**config.mk**
```make
export PLATFORM = sky130hd
export DESIGN_NAME = sram_port_arbiter
export DESIGN_NICKNAME = d
export VERILOG_FILES = /design/src/rtl/sram_port_arbiter.sv
export SDC_FILE = /design/constraint.sdc
export NUM_CORES = 1
export LEC_CHECK = 0
export ABC_AREA = 1
export CAP_MARGIN = 20
export CORE_MARGIN = 2
export CORE_UTILIZATION = 38
export DETAILED_ROUTE_END_ITERATION = 8
export GPL_TIMING_DRIVEN = 0
export PLACE_DENSITY = 0.8
export RECOVER_POWER = 100
export SLEW_MARGIN = 20
export SYNTH_ARGS = -nofsm -noshare
export SYNTH_HDL_FRONTEND = slang
export SYNTH_SLANG_ARGS = --single-unit
```
**constraint.sdc**
```tcl
create_clock -name clk50 -period 1.4 [get_ports clk50]
set_input_delay 0.14 -clock clk50 [delete_from_list [all_inputs] [get_ports clk50]]
set_output_delay 0.14 -clock clk50 [all_outputs]
set_load 0.03 [all_outputs]
```
**src/rtl/sram_port_arbiter.sv**
```systemverilog
// Round-robin arbiter sharing one external SRAM between two req/ack ports.
// Each access is sequenced as SETUP, then WAIT_CYCLES cycles of STROBE, then DONE; all pad controls come from registers.
module sram_port_arbiter #(
  parameter int ADDR_W      = 18,
  parameter int DATA_W      = 16,
  parameter int WAIT_CYCLES = 1
) (
  input  logic              clk50,
  input  logic              rst,
  input  logic              r0_req,
  input  logic              r0_we,
  input  logic [ADDR_W-1:0] r0_addr,
  input  logic [DATA_W-1:0] r0_wdata,
  output logic              r0_ack,
  output logic [DATA_W-1:0] r0_rdata,
  input  logic              r1_req,
  input  logic              r1_we,
  input  logic [ADDR_W-1:0] r1_addr,
  input  logic [DATA_W-1:0] r1_wdata,
  output logic              r1_ack,
  output logic [DATA_W-1:0] r1_rdata,
  output logic              ram_we,
  output logic              ram_oe,
  output logic [ADDR_W-1:0] ram_addr,
  output logic [DATA_W-1:0] ram_dout,
  output logic              ram_dout_en,
  input  logic [DATA_W-1:0] ram_din,
  output logic              busy
);

  typedef enum logic [1:0] {IDLE, SETUP, STROBE, DONE} state_t;

  localparam logic [3:0] CNT_INIT = 4'(WAIT_CYCLES - 1);

  state_t              state_q;
  logic [3:0]          cnt_q;
  logic                last_grant_q;
  logic                sel_q;
  logic                we_q;
  logic                r0_ack_q, r1_ack_q;
  logic [DATA_W-1:0]   r0_rdata_q, r1_rdata_q;
  logic                ram_we_q, ram_oe_q, ram_dout_en_q, busy_q;
  logic [ADDR_W-1:0]   ram_addr_q;
  logic [DATA_W-1:0]   ram_dout_q;

  logic gnt_vld_d, gnt_sel_d;

  // On a tie the port that did not win last time goes next.
  always_comb begin
    gnt_vld_d = r0_req | r1_req;
    gnt_sel_d = r1_req;
    if (r0_req && r1_req) gnt_sel_d = ~last_grant_q;
  end

  always_ff @(posedge clk50) begin
    if (rst) begin
      state_q       <= IDLE;
      cnt_q         <= '0;
      last_grant_q  <= 1'b1;
      sel_q         <= 1'b0;
      we_q          <= 1'b0;
      r0_ack_q      <= 1'b0;
      r1_ack_q      <= 1'b0;
      r0_rdata_q    <= '0;
      r1_rdata_q    <= '0;
      ram_we_q      <= 1'b0;
      ram_oe_q      <= 1'b0;
      ram_dout_en_q <= 1'b0;
      busy_q        <= 1'b0;
      ram_addr_q    <= '0;
      ram_dout_q    <= '0;
    end else begin
      case (state_q)
        IDLE: begin
          if (gnt_vld_d) begin
            sel_q         <= gnt_sel_d;
            last_grant_q  <= gnt_sel_d;
            we_q          <= gnt_sel_d ? r1_we : r0_we;
            ram_addr_q    <= gnt_sel_d ? r1_addr : r0_addr;
            ram_dout_q    <= gnt_sel_d ? r1_wdata : r0_wdata;
            ram_dout_en_q <= gnt_sel_d ? r1_we : r0_we;
            busy_q        <= 1'b1;
            state_q       <= SETUP;
          end
        end
        SETUP: begin
          cnt_q    <= CNT_INIT;
          ram_we_q <= we_q;
          ram_oe_q <= ~we_q;
          state_q  <= STROBE;
        end
        STROBE: begin
          if (cnt_q == 4'd0) begin
            ram_we_q <= 1'b0;
            ram_oe_q <= 1'b0;
            state_q  <= DONE;
            // Read data is taken from the final strobe cycle.
            if (!we_q && sel_q)  r1_rdata_q <= ram_din;
            if (!we_q && !sel_q) r0_rdata_q <= ram_din;
            r1_ack_q <= sel_q;
            r0_ack_q <= ~sel_q;
          end else begin
            cnt_q <= cnt_q - 4'd1;
          end
        end
        DONE: begin
          r0_ack_q      <= 1'b0;
          r1_ack_q      <= 1'b0;
          ram_dout_en_q <= 1'b0;
          busy_q        <= 1'b0;
          state_q       <= IDLE;
        end
        default: state_q <= IDLE;
      endcase
    end
  end

  assign r0_ack      = r0_ack_q;
  assign r1_ack      = r1_ack_q;
  assign r0_rdata    = r0_rdata_q;
  assign r1_rdata    = r1_rdata_q;
  assign ram_we      = ram_we_q;
  assign ram_oe      = ram_oe_q;
  assign ram_addr    = ram_addr_q;
  assign ram_dout    = ram_dout_q;
  assign ram_dout_en = ram_dout_en_q;
  assign busy        = busy_q;

endmodule
```
# ---- Word level (Yosys, flattened, before mapping)
# Index checks and enable logic that the tools add are counted.
dict set report word_totals {
  register_bits 81
  latchBits 0
  ramBits 0
  romBits 0
  input_bits 90
  output_inout_bits 72
  word_cells 64
  memories 0
}
dict set report op_classes {
  add_sub_neg 1
  multipliers 0
  div 0
  n_lt_le_gt_ge 0
  eq_ne 6
  n_shift 0
  mux 20
  bitwise 4
  reduce_logical 18
}
# operator n
set op_table {}
lappend op_table {{two-way mux 18 bit} 1}
lappend op_table {{two-way mux 16 bit} 1}
lappend op_table {{case mux 1 bit (2 select lines)} 6}
lappend op_table {{AND reduction 2 bit} 6}
lappend op_table {{case mux 2 bit (4 select lines)} 1}
lappend op_table {{case mux 4 bit (2 select lines)} 1}
lappend op_table {{two-way mux 1 bit} 7}
lappend op_table {{inequality test 2 bit (second input constant)} 3}
lappend op_table {{AND reduction 3 bit} 2}
lappend op_table {{nonzero test 2 bit} 3}
lappend op_table {{equality test 2 bit (second input constant)} 2}
lappend op_table {{zero test 4 bit} 1}
lappend op_table {{two-way mux 2 bit} 2}
lappend op_table {{two-way mux 4 bit} 1}
lappend op_table {{subtractor 4 x 1 -> 4 bit (second input constant)} 1}
lappend op_table {{logical AND 1 bit} 3}
lappend op_table {{inverter 1 bit} 3}
lappend op_table {{equality test 2 x 1 -> 1 bit (second input constant)} 1}
lappend op_table {{zero test 1 bit} 2}
lappend op_table {{zero test 2 bit} 1}
lappend op_table {{OR 1 bit} 1}

# ---- Logic depth before layout (Yosys ltp)
dict set report logic_depth {
  depth_word 5
  depth_mapped 9
  mapped_depth_nobuf 8
}

# ---- Worst setup path after synthesis
# No wires, ideal clock.
dict set report synth_path {
  path_type {reg2reg}
  startpoint {register state_q[0]}
  endpoint {register ram_addr_q[0] (netlist: ram_addr[0])}
  setup_time_ns 0.117
  arrival_time_ns 1.274
  required_time_ns 1.283
  setup_slack_ns 0.009
  path_stages_with_launch 10
  path_buffers 2
  synth_period_minus_slack_ns 1.391
  cell_sequence {dfxtp_1 > inv_1 > ha_1 > o21ai_4 > inv_2 > buf_6 > buf_6 > nand2_2 > a21oi_1 > nor2_1}
}
dict set report synth_via {
  elab_chain_len 2
}
# item line_no
set synth_lines {}
lappend synth_lines {{start: declaration} 35} ;# state_t state_q;
lappend synth_lines {{start signal: assignment} 57} ;# state_q <= IDLE;
lappend synth_lines {{start signal: assignment} 83} ;# state_q <= SETUP;
lappend synth_lines {{start signal: assignment} 90} ;# state_q <= STROBE;
lappend synth_lines {{zero test 2 bit} 73} ;# case (state_q)
lappend synth_lines {{AND reduction 2 bit (no source line)} --}
lappend synth_lines {{end signal: assignment} 79} ;# ram_addr_q <= gnt_sel_d ? r1_addr : r0_addr;
lappend synth_lines {{end: declaration} 43} ;# logic [ADDR_W-1:0] ram_addr_q;
# Every way passes these cells.
# A chain may end at the register's enable or synchronous reset.

# ---- Worst setup path after layout
dict set report layout_path {
  startpoint {register state_q[1]}
  endpoint {register ram_dout_q[1] (netlist: ram_dout[1])}
}
dict set report layout_via {
  elab_chain_len 2
}
# item line_no
set layout_lines {}
lappend layout_lines {{zero test 2 bit} 73}
lappend layout_lines {{AND reduction 2 bit (no source line)} --}
lappend layout_lines {{end signal: assignment} 80} ;# ram_dout_q <= gnt_sel_d ? r1_wdata : r0_wdata;
lappend layout_lines {{end: declaration} 44} ;# logic [DATA_W-1:0] ram_dout_q;
# Every way passes these cells.

==> results.json <==
{
  "status": "finished with violations",
  "failed_checks": "setup timing",
  "start_util_pct": 38.94,
  "die_y_um": 101.1,
  "grt_max_degree": 20,
  "path_max_fanout": 6,
  "syn_area_um2": 3581,
  "post_route_cells_drive_above_1_share_pct": 12.85,
  "design_area_um2": 5803,
  "maxSlewHeadroom_pct": 58.14,
  "dr.pass1.iters": 4,
  "power.density_nw_per_um2": 1684,
  "place_ws_ps": -303.1,
  "critical_path.top_delay_family": "flip-flops",
  "final_net_count": 800,
  "place_congestion": 0.8359,
  "ant_nets": 0,
  "numCtsBuffers": 9,
  "whs_path_depth": 3,
  "cp_cell_sequence": "inv_4 -> ha_4 -> o21ai_4 -> clkinv_4 -> buf_4 -> o21ai_0 -> nor2_1",
  "finish.utilization_pct": 63.10,
  "rsz0062_at_grt": "yes",
  "dieArea_um2": 10220,
  "ys_warn_count": 0,
  "htreeDepth": 3,
  "fmax_mhz": 711.0,
  "dp_hpwl_um": 8168,
  "wl_um": 11070,
  "slew_violations": 0,
  "fin_crit_ps": 1406,
  "worstHoldStart": "r1_addr[2]",
  "n_antenna_cell": 0,
  "drc": 0,
  "cp_slowest_cell": "dfxtp_4",
  "placed_cells": 788,
  "final_cell_count_no_fill": 819,
  "synth_edf_count": 0,
  "period_share_pct": 100.5,
  "io_buffers": 161,
  "grt_pass1_wl_um": 17060,
  "start_kind": "register",
  "rrSetupSlack_ps": -6,
  "yosysSeqAreaShare_pct": 45.28,
  "ys_types": 23,
  "power_w": 0.009771,
  "syn_area_per_cell_um2": 6.940,
  "dieWidth_um": 101.1,
  "wl_per_cell_um": 13.51,
  "placed_area_um2": 5331,
  "io_pins": 162,
  "fin_skew_ps": 18.64,
  "clkTransAtPathRegs_ps": 100,
  "p_leak_nw": 2.784,
  "clock_sinks": 81,
  "cp.required_ps": 1640,
  "clockBufferDepth": 2,
  "worstPathArrival_ps": 1640,
  "vias": 3902,
  "syn2layout_area_growth_pct": 62.05,
  "rr_endpoint": "ram_dout[1]",
  "grt_overflow": 0,
  "reg2reg_depth": 7,
  "min_to": "ram_addr[2]",
  "ys_ff_latch": 81,
  "clk-insertion-delay-late_ps": 350,
  "ctsRootBufferMaster": "clkbuf_8",
  "final_cell_mix": "nand2_1, nor2_1, clkdlybuf4s50_1, dfxtp_1, dlygate4sd2_1",
  "setup_violations": 1,
  "hold_path_class": "input port to register",
  "final_common_cell": "nand2_1",
  "syn-num-nets": 613,
  "drt-initial-drc-count": 141,
  "syn_inst": 516,
  "cts_tree": "done",
  "cap_violations": 0,
  "async_reset_ff_share_pct": 0,
  "vias_per_cell": 4.764,
  "layout_setup_ws_ps": -6.451,
  "critPathBufInv": 3,
  "core_area_um2": 9196,
  "worst_pin_slew_ps": 627.9,
  "critPathKind": "register to register",
  "crit_path_end_kind": "register",
  "ir_drop_mv": 0.7786,
  "r2r-start": "state_q[1]",
  "cp_slowest_stage_delay_ps": 400,
  "grt_pass1_vias": 3758,
  "gr-usage-all-layers_pct": 20.90,
  "synthFlopType": "dfxtp_1",
  "antenna_found_initial": 0,
  "final_hold_viol_count": 0,
  "fp-row-count": 35
}
-- cells in the mapped netlist (2+ instances only) --
master | count | area, um2
dfxtp_1 | 81 | 1622
buf_4 | 6 | 45.04
nand3_1 | 14 | 70.07
inv_2 | 2 | 7.510
o21ai_1 | 5 | 25.02
nand2_1 | 152 | 570.6
ha_1 | 7 | 87.58
inv_1 | 30 | 112.6
nor2_1 | 106 | 397.9
buf_6 | 6 | 67.56
buf_2 | 6 | 30.03
a21oi_1 | 46 | 230.2
clkbuf_1 | 9 | 33.78
nor2_4 | 2 | 22.52
o21ai_0 | 31 | 155.2
nand2_2 | 6 | 37.54
-- cell type report --
| class | instances | area, um2 |
|---|---|---|
| timing repair inverter | 1 | 6.256 |
| multi-input combinational | 375 | 1769 |
| fill | 813 | 3393 |
| clock inverter | 7 | 102.6 |
| timing repair buffer | 176 | 1677 |
| clock buffer | 9 | 123.9 |
| inverter | 33 | 133.9 |
| tap | 111 | 138.9 |
| sequential | 81 | 1627 |
| buffer | 26 | 225.2 |
-- kinds of logic after synthesis --
family                     share of synthesized area [%]
AOI/OAI and AO/OA                                  12.12
DFF                                                45.28
xor gates and xnor gates                          0.2446
and+or+nand+nor                                    31.52
adders and majority gates                          2.446
buffers and inverters                              8.386
-- power by group --
group          total (W)  switching [W]  internal (W)
clock            0.00194       0.000913       0.00102
combinational    0.00465        0.00277       0.00188
sequential       0.00319       0.000327       0.00286
total            0.00977        0.00401       0.00576
-- repair_timing --
action | in CTS | in global routing
gates cloned | 2 | 5
gates resized for setup | 93 | 69
buffers inserted | 4 | 5
pin swaps | 2 | 3
hold buffers | 0 | 0
endpoints found under the hold margin | 0 | 0
endpoints found under the setup margin | 141 | 62
-- layer usage --
layer  GRT usage, %  wire (um)  vias up
li1               -          -     1980
met1          23.77       4420     1737
met2          36.58       5367      169
met3          7.212       1127       16
met4          6.653        151        0
met5              0          0        -
-- worst max path at each step --
| stage | start | endpoint | slack, ps | cells past startpoint |
|---|---|---|---|---|
| floorplan | state_q[0] | ram_addr[0] | 9 | 9 |
| global route | state_q[1] | ram_dout[1] | -60 | 7 |
| detailed placement | r0_req | ram_dout[3] | -300 | 7 |
| finish | state_q[1] | ram_dout[1] | -6 | 7 |
| global placement | r0_req | ram_dout[3] | -290 | 7 |
| CTS | state_q[0] | r1_rdata[5] | 3 | 7 |
-- worst reg2reg max path: cells and delay by family, from the launching register on --
family / cells / cell delay (ps)
buf+inv: 3 / 410
flops: 1 / 400
compound gates: 2 / 270
fa+ha+maj: 1 / 170
simple gates: 1 / 60
-- registers in the layout, indices dropped and copies added (netlist names), 2 cells and up --
name	cells
ram_addr	18
r0_rdata	16
r1_rdata	16
ram_dout	16
cnt_q	4
state_q	2
-- metrics by stage --
stage	setup TNS (ps)	hold slack [ps]
after floorplan	0	275.6
after global placement	-12570	461.8
after detailed placement	-14480	471.8
after CTS	0	377.2
after global routing	-987.0	390.8
final	-6.451	393.0
Power figures use the tool's default switching activity.
